`config.mk`:
```
export PLATFORM = sky130hd
export DESIGN_NAME = inst_fetch_flat
export DESIGN_NICKNAME = d
export VERILOG_FILES = /design/src/rtl/inst_fetch_if.sv /design/src/rtl/inst_fetch.sv /design/src/flat_wrapper.sv
export SDC_FILE = /design/constraint.sdc
export NUM_CORES = 1
export LEC_CHECK = 0
export CORE_MARGIN = 2
export CORE_UTILIZATION = 50
export DETAILED_ROUTE_END_ITERATION = 6
export PLACE_DENSITY = 0.89
export SLEW_MARGIN = 10
export SYNTH_ARGS = -nofsm -noshare
export SYNTH_HDL_FRONTEND = slang
export SYNTH_SLANG_ARGS = --single-unit
```
`constraint.sdc`:
```
create_clock -name clk -period 2.5 [get_ports clk]
set_input_delay 0.5 -clock clk [delete_from_list [all_inputs] [get_ports clk]]
set_output_delay 0.5 -clock clk [all_outputs]
set_load 0.05 [all_outputs]
```
`src/rtl/inst_fetch_if.sv`:
```
// Fetch-stage bus bundle: instruction-memory request/response, decode-side
// valid/ready handshake with pre-sliced fields, and branch/jump redirect.
interface inst_fetch_if #(
    parameter int PC_WIDTH = 32
) ();
    logic                imem_req_valid;
    logic                imem_req_ready;
    logic [PC_WIDTH-1:0] imem_addr;
    logic                imem_resp_valid;
    logic [31:0]         imem_resp_data;

    logic                inst_valid;
    logic                inst_ready;
    logic [31:0]         inst;
    logic [PC_WIDTH-1:0] inst_pc;
    logic [5:0]          opcode;
    logic [4:0]          rs;
    logic [4:0]          rt;
    logic [4:0]          rd;
    logic [4:0]          shamt;
    logic [5:0]          func;

    logic                redirect_valid;
    logic [PC_WIDTH-1:0] redirect_pc;

    modport master (
        output imem_req_valid, imem_addr,
        input  imem_req_ready, imem_resp_valid, imem_resp_data,
        output inst_valid, inst, inst_pc, opcode, rs, rt, rd, shamt, func,
        input  inst_ready,
        input  redirect_valid, redirect_pc
    );

    modport slave (
        input  imem_req_valid, imem_addr,
        output imem_req_ready, imem_resp_valid, imem_resp_data,
        input  inst_valid, inst, inst_pc, opcode, rs, rt, rd, shamt, func,
        output inst_ready,
        output redirect_valid, redirect_pc
    );
endinterface

```
`src/rtl/inst_fetch.sv`:
```
// Instruction fetch stage: one outstanding imem request, output register plus
// one-entry skid buffer, valid/ready delivery to decode, redirect flush.
module inst_fetch #(
    parameter int                  PC_WIDTH = 32,
    parameter logic [PC_WIDTH-1:0] RESET_PC = '0
) (
    input logic          clk,
    input logic          rst_n,
    inst_fetch_if.master bus
);
    typedef enum logic [1:0] {S_IDLE, S_REQ, S_WAIT, S_DROP} state_e;

    state_e              state_q, state_d;
    logic [PC_WIDTH-1:0] pc_q, pc_d;
    logic [PC_WIDTH-1:0] req_pc_q, req_pc_d;
    logic                req_valid_q, req_valid_d;
    logic [31:0]         inst_q, inst_d;
    logic [PC_WIDTH-1:0] inst_pc_q, inst_pc_d;
    logic                inst_valid_q, inst_valid_d;
    logic [31:0]         skid_q, skid_d;
    logic [PC_WIDTH-1:0] skid_pc_q, skid_pc_d;
    logic                skid_valid_q, skid_valid_d;

    logic req_fire;
    logic consume;

    assign req_fire = req_valid_q && bus.imem_req_ready;
    assign consume  = inst_valid_q && bus.inst_ready;

    always_comb begin
        // NOTE: every variable gets its hold value first so no path infers a latch.
        state_d      = state_q;
        pc_d         = pc_q;
        req_pc_d     = req_pc_q;
        inst_d       = inst_q;
        inst_pc_d    = inst_pc_q;
        inst_valid_d = inst_valid_q;
        skid_d       = skid_q;
        skid_pc_d    = skid_pc_q;
        skid_valid_d = skid_valid_q;

        if (bus.redirect_valid) begin
            // Flush wins over everything, including a decode handshake this cycle.
            pc_d         = bus.redirect_pc & ~(PC_WIDTH'(3));
            inst_valid_d = 1'b0;
            skid_valid_d = 1'b0;
            unique case (state_q)
                S_IDLE:  state_d = S_REQ;
                S_REQ:   state_d = req_fire ? S_DROP : S_REQ;
                S_WAIT:  state_d = bus.imem_resp_valid ? S_REQ : S_DROP;
                S_DROP:  state_d = bus.imem_resp_valid ? S_REQ : S_DROP;
                default: state_d = S_IDLE;
            endcase
        end else begin
            if (consume) begin
                if (skid_valid_q) begin
                    inst_d       = skid_q;
                    inst_pc_d    = skid_pc_q;
                    skid_valid_d = 1'b0;
                end else begin
                    inst_valid_d = 1'b0;
                end
            end

            unique case (state_q)
                S_IDLE: state_d = S_REQ;
                S_REQ: begin
                    if (req_fire) begin
                        req_pc_d = pc_q;
                        pc_d     = pc_q + PC_WIDTH'(4);
                        state_d  = S_WAIT;
                    end
                end
                S_WAIT: begin
                    if (bus.imem_resp_valid) begin
                        // Output slot takes the word if it is free by the next edge.
                        if (!inst_valid_q || (consume && !skid_valid_q)) begin
                            inst_d       = bus.imem_resp_data;
                            inst_pc_d    = req_pc_q;
                            inst_valid_d = 1'b1;
                        end else begin
                            skid_d       = bus.imem_resp_data;
                            skid_pc_d    = req_pc_q;
                            skid_valid_d = 1'b1;
                        end
                        state_d = S_REQ;
                    end
                end
                S_DROP: begin
                    if (bus.imem_resp_valid) state_d = S_REQ;
                end
                default: state_d = S_IDLE;
            endcase
        end

        // No new request while the skid holds a word: it has nowhere to land.
        req_valid_d = (state_d == S_REQ) && !skid_valid_d;
    end

    // NOTE: sequential state uses non-blocking assignments so all flops update together.
    always_ff @(posedge clk or negedge rst_n) begin
        if (!rst_n) begin
            state_q      <= S_IDLE;
            pc_q         <= RESET_PC;
            req_pc_q     <= '0;
            req_valid_q  <= 1'b0;
            inst_q       <= '0;
            inst_pc_q    <= '0;
            inst_valid_q <= 1'b0;
            skid_q       <= '0;
            skid_pc_q    <= '0;
            skid_valid_q <= 1'b0;
        end else begin
            state_q      <= state_d;
            pc_q         <= pc_d;
            req_pc_q     <= req_pc_d;
            req_valid_q  <= req_valid_d;
            inst_q       <= inst_d;
            inst_pc_q    <= inst_pc_d;
            inst_valid_q <= inst_valid_d;
            skid_q       <= skid_d;
            skid_pc_q    <= skid_pc_d;
            skid_valid_q <= skid_valid_d;
        end
    end

    assign bus.imem_req_valid = req_valid_q;
    assign bus.imem_addr      = pc_q;
    assign bus.inst_valid     = inst_valid_q;
    assign bus.inst           = inst_q;
    assign bus.inst_pc        = inst_pc_q;
    assign bus.opcode         = inst_q[31:26];
    assign bus.rs             = inst_q[25:21];
    assign bus.rt             = inst_q[20:16];
    assign bus.rd             = inst_q[15:11];
    assign bus.shamt          = inst_q[10:6];
    assign bus.func           = inst_q[5:0];
endmodule

```
`src/flat_wrapper.sv`:
```
// flat-port wrapper written by rule: the top's interface ports become plain ports
module inst_fetch_flat 
#(
    parameter int                  PC_WIDTH = 32,
    parameter logic [PC_WIDTH-1:0] RESET_PC = '0
)
  (clk, rst_n, bus_imem_req_valid, bus_imem_addr, bus_imem_req_ready, bus_imem_resp_valid, bus_imem_resp_data, bus_inst_valid, bus_inst, bus_inst_pc, bus_opcode, bus_rs, bus_rt, bus_rd, bus_shamt, bus_func, bus_inst_ready, bus_redirect_valid, bus_redirect_pc);
  inst_fetch_if #(.PC_WIDTH(PC_WIDTH)) bus_i ();
  input logic clk;
  input logic rst_n;
  output wire logic [$bits(bus_i.imem_req_valid)-1:0] bus_imem_req_valid;
  output wire logic [$bits(bus_i.imem_addr)-1:0] bus_imem_addr;
  input wire logic [$bits(bus_i.imem_req_ready)-1:0] bus_imem_req_ready;
  input wire logic [$bits(bus_i.imem_resp_valid)-1:0] bus_imem_resp_valid;
  input wire logic [$bits(bus_i.imem_resp_data)-1:0] bus_imem_resp_data;
  output wire logic [$bits(bus_i.inst_valid)-1:0] bus_inst_valid;
  output wire logic [$bits(bus_i.inst)-1:0] bus_inst;
  output wire logic [$bits(bus_i.inst_pc)-1:0] bus_inst_pc;
  output wire logic [$bits(bus_i.opcode)-1:0] bus_opcode;
  output wire logic [$bits(bus_i.rs)-1:0] bus_rs;
  output wire logic [$bits(bus_i.rt)-1:0] bus_rt;
  output wire logic [$bits(bus_i.rd)-1:0] bus_rd;
  output wire logic [$bits(bus_i.shamt)-1:0] bus_shamt;
  output wire logic [$bits(bus_i.func)-1:0] bus_func;
  input wire logic [$bits(bus_i.inst_ready)-1:0] bus_inst_ready;
  input wire logic [$bits(bus_i.redirect_valid)-1:0] bus_redirect_valid;
  input wire logic [$bits(bus_i.redirect_pc)-1:0] bus_redirect_pc;
  assign bus_imem_req_valid = bus_i.imem_req_valid;
  assign bus_imem_addr = bus_i.imem_addr;
  assign bus_i.imem_req_ready = bus_imem_req_ready;
  assign bus_i.imem_resp_valid = bus_imem_resp_valid;
  assign bus_i.imem_resp_data = bus_imem_resp_data;
  assign bus_inst_valid = bus_i.inst_valid;
  assign bus_inst = bus_i.inst;
  assign bus_inst_pc = bus_i.inst_pc;
  assign bus_opcode = bus_i.opcode;
  assign bus_rs = bus_i.rs;
  assign bus_rt = bus_i.rt;
  assign bus_rd = bus_i.rd;
  assign bus_shamt = bus_i.shamt;
  assign bus_func = bus_i.func;
  assign bus_i.inst_ready = bus_inst_ready;
  assign bus_i.redirect_valid = bus_redirect_valid;
  assign bus_i.redirect_pc = bus_redirect_pc;
  inst_fetch #(.PC_WIDTH(PC_WIDTH), .RESET_PC(RESET_PC)) u_core (.clk(clk), .rst_n(rst_n), .bus(bus_i));
endmodule
```
==> impl_metrics.csv, run 1 <==
group,metric,value,unit
sta,period_share,0.939,
final_layout,post-route-util,0.681,
worst_setup_path,critPathMaxFanout,8,
floorplan,io_pins,200,
detailed_routing,drt_wl_total,19.8,mm
floorplan,rows,47,
detailed_routing,vias_per_cell,5.55,
worst_setup_path,crit_end,"bus_imem_addr[15]",
power,power.switching,5.77,mW
clock_tree,hold_buffers,0,
clock_tree,htree_levels,4,
worst_setup_path,path_depth,1,
sta,rsz0062_at_grt,"false",
synth,synth_top_area_share,0.559,
global_routing,overflow,0,
detailed_routing,dr.first_iter.drc_count,415,
floorplan,chipWidth,135,um
clock_tree,cts-root-buf,"clkbuf_16",
synth,ys_seq_area_frac,0.559,
worst_setup_path,required,2.00,ns
worst_setup_path,rrSetupSlack,0.35,ns
global_routing,antenna_found_initial,0,
hold_path,hold_class,"input port to async pin",
final_layout,final_nets,979,
synth,ys_top_cells_by_area,"dfrtp_1 56%, mux2_2 12%, mux2i_1 7.4%",
sta,fin_crit,2.35,ns
sta,fmax,426,MHz
floorplan,dieArea,18200,sq um
final_layout,syn_to_final_growth,32.4,%
floorplan,initial_utilization,0.514,
clock_tree,cts_buffers,17,
synth,synth_top_cell_by_area,"dfrtp_1",
synth,synthArstFlopShare,1.00,
sta,slew_violations,0,
sta,finalHoldViolCount,0,
power,p_clk_frac,0.197,
worst_setup_path,end_kind,"output pin",
final_layout,antennaDiodeCount,0,
worst_setup_path,cp_top_family,"buffers and inverters",
power,leakage,4.70,nW
clock_tree,insertion_delay,0.43,ns
worst_setup_path,cp_slowest_cell,"clkdlybuf4s50_1",
detailed_routing,avgRoutedWirePerCell,17.3,um
detailed_routing,postRouteAntennaNets,0,
power,p_comb_frac,0.457,
global_routing,grtUsageTotal,0.224,
worst_setup_path,critPathLaunchType,"register",
synth,syn-cell-area,8550,sq um
power,p_per_area,1160,nW/um^2
synth,synth_edf_count,0,
clock_tree,cts_resized,0,
global_routing,grt_pass1_vias,6226,
synth,yosys.cell_count.top_type,"dfrtp_1",
synth,ys_seq_elements,191,
synth,yosysWarnings,0,
final_layout,drive_gt1_frac,0.186,
global_routing,grt_pass1_wl,31.8,mm
global_routing,grt_max_degree,65,
final_layout,instances_no_fill,1140,
clock_tree,tritoncts,"done",
clock_tree,path_clk_slew,0.07,ns
worst_setup_path,worstPathCellList,"clkdlybuf4s50_1",
detailed_routing,drc,0,
worst_setup_path,cp.arrival,1.85,ns
sta,worstMarginPinSlew,0.604,ns
place,dpl.cell_count,1109,
detailed_routing,drtPass1Iterations,5,
sta,finClkSkew,0.00939,ns
power,peakVddDrop,783,uV
synth,synth_ff_type,"dfrtp_1",
worst_setup_path,r2r-end,"u_core.bus.imem_addr[27]",
synth,avgSynthCellArea,11.7,sq um
floorplan,fp.dieH,135,um
place,portBuffers,195,
sta,maxSlewHeadroom,0.596,
worst_setup_path,cpPeakStageDelay,0.90,ns
worst_setup_path,startpoint,"u_core.bus.imem_addr[15]",
worst_setup_path,path_class,"register to output pin",
power,internal_power,7.39,mW
run,maxCapViolCount,0,
synth,synth_commonest_cells,"191 x dfrtp_1, 92 x mux2_2, 79 x nor2_1, 66 x a21oi_1, 63 x mux2i_1",
power,swShare,0.438,
clock_tree,cts_setup_buffers,0,
status,status,"finished clean",
worst_setup_path,timing.rr.start,"u_core.bus.imem_addr[15]",
power,sequentialPowerShare,0.346,
synth,syn_inst,734,
worst_setup_path,r2r_cells,4,
clock_tree,clockBufferDepth,2,
place,post-dp-hpwl,13.9,mm
detailed_routing,vias,6332,
synth,yosysUniqueCellTypes,45,
clock_tree,cts.sinks,191,
place,routabilityCongestion,0.845,
floorplan,core-area,16600,sq um
worst_setup_path,timing.critical_path.buf_inv,1,
sta,setup_viol,0,
layout make-up:
type,count,area (sq um)
inverter,6,22.5
clock inverter,11,109
clock buffer,20,447
tap,220,275
sequential,191,4780
fill,1238,5320
timing repair buffer,231,2360
multi-input combinational,461,3330
sequential cells by signal (all words and copies together), names as in the netlist:
name                       flops
u_core.bus.inst_pc            32
u_core.bus.imem_addr          30
u_core.state_q                 2
u_core.skid_q                 32
u_core.bus.inst               32
u_core.skid_pc_q              30
u_core.skid_valid_q            1
u_core.req_pc_q               30
u_core.bus.imem_req_valid      1
u_core.bus.inst_valid          1
kinds of logic (layout without fill, tap and decap cells):
group                    count (synthesis)  count (layout)  synth area share
AND/OR/NAND/NOR                        182             182             0.106
AO/OA/AOI/OAI                          112             112            0.0731
adder cells (fa/ha/maj)                  1               1           0.00146
buffers and inverters                   83             268            0.0562
other                                    1               2          0.000438
XOR/XNOR                                 9               9           0.00921
flip-flops                             191             191             0.559
multiplexers                           155             155             0.195
power by group through the flow:
stage / combinational [mW] / clock, mW / sequential, mW
2_1_floorplan: 2.31 / 0 / 6.42
3_3_place_gp: 5.93 / 0 / 4.56
3_5_place_dp: 6.03 / 0 / 4.62
4_1_cts: 6.05 / 2.64 / 4.56
5_1_grt: 6.28 / 2.76 / 4.67
6_report: 6.01 / 2.59 / 4.55
placed cells by master, fill, tap and decap left out, types with 5 or more instances in the layout:
| master | instances |
|---|---|
| a21oi_1 | 65 |
| buf_4 | 25 |
| nand2_1 | 35 |
| o21ai_0 | 14 |
| o31ai_1 | 11 |
| o211ai_1 | 6 |
| mux2_2 | 92 |
| buf_12 | 11 |
| nor2_1 | 78 |
| clkdlybuf4s50_1 | 194 |
| a31oi_1 | 12 |
| mux2i_1 | 63 |
| nand3_1 | 17 |
| xnor2_1 | 5 |
| or4_1 | 18 |
| inv_1 | 6 |
| clkbuf_16 | 17 |
| dfrtp_1 | 191 |
per-layer routing:
| metal | global-route usage | up-vias | wire length, um |
|---|---|---|---|
| met5 | 0 | - | 0 |
| met4 | 0.0778 | 0 | 333 |
| met3 | 0.0499 | 30 | 1290 |
| met2 | 0.362 | 259 | 9410 |
| met1 | 0.300 | 3131 | 8750 |
| li1 | - | 2912 | - |
worst min path at each step:
stage | start | endpoint | slack (ns) | cells past startpoint
3_3_place_gp | u_core.bus.inst_pc[0] | u_core.bus.inst_pc[0] | 0.48 | 1
3_5_place_dp | u_core.bus.inst_pc[1] | u_core.bus.inst_pc[1] | 0.49 | 1
5_1_grt | rst_n | u_core.state_q[0] | 0.1 | 1
2_1_floorplan | rst_n | u_core.bus.imem_addr[10] | 0.20 | 0
4_1_cts | rst_n | u_core.state_q[0] | 0.07 | 1
6_report | rst_n | u_core.state_q[0] | 0.05 | 1
per-stage QoR:
step / setup TNS, ns / worst slack [ns] / total power, mW / area [sq um] / hold WS [ns]
global route: 0 / 0.0987 / 13.7 / 11300 / 0.0991
detailed placement: -0.429 / -0.0830 / 10.6 / 10800 / 0.487
floorplan: 0 / 0.200 / 8.72 / 8560 / 0.204
finish: 0 / 0.152 / 13.2 / 11300 / 0.0514
global placement: -0.0933 / -0.0436 / 10.5 / 10800 / 0.481
CTS: 0 / 0.137 / 13.3 / 11300 / 0.0714
Power figures use the tool's default switching activity.
==> run 2: changes to the inputs <==
- SETUP_SLACK_MARGIN: unset -> 0.05
- SKIP_CTS_REPAIR_TIMING: unset -> 1
==> results of run 2 <==
No change in the layout: final DEF, timing and power equal those of run 1.
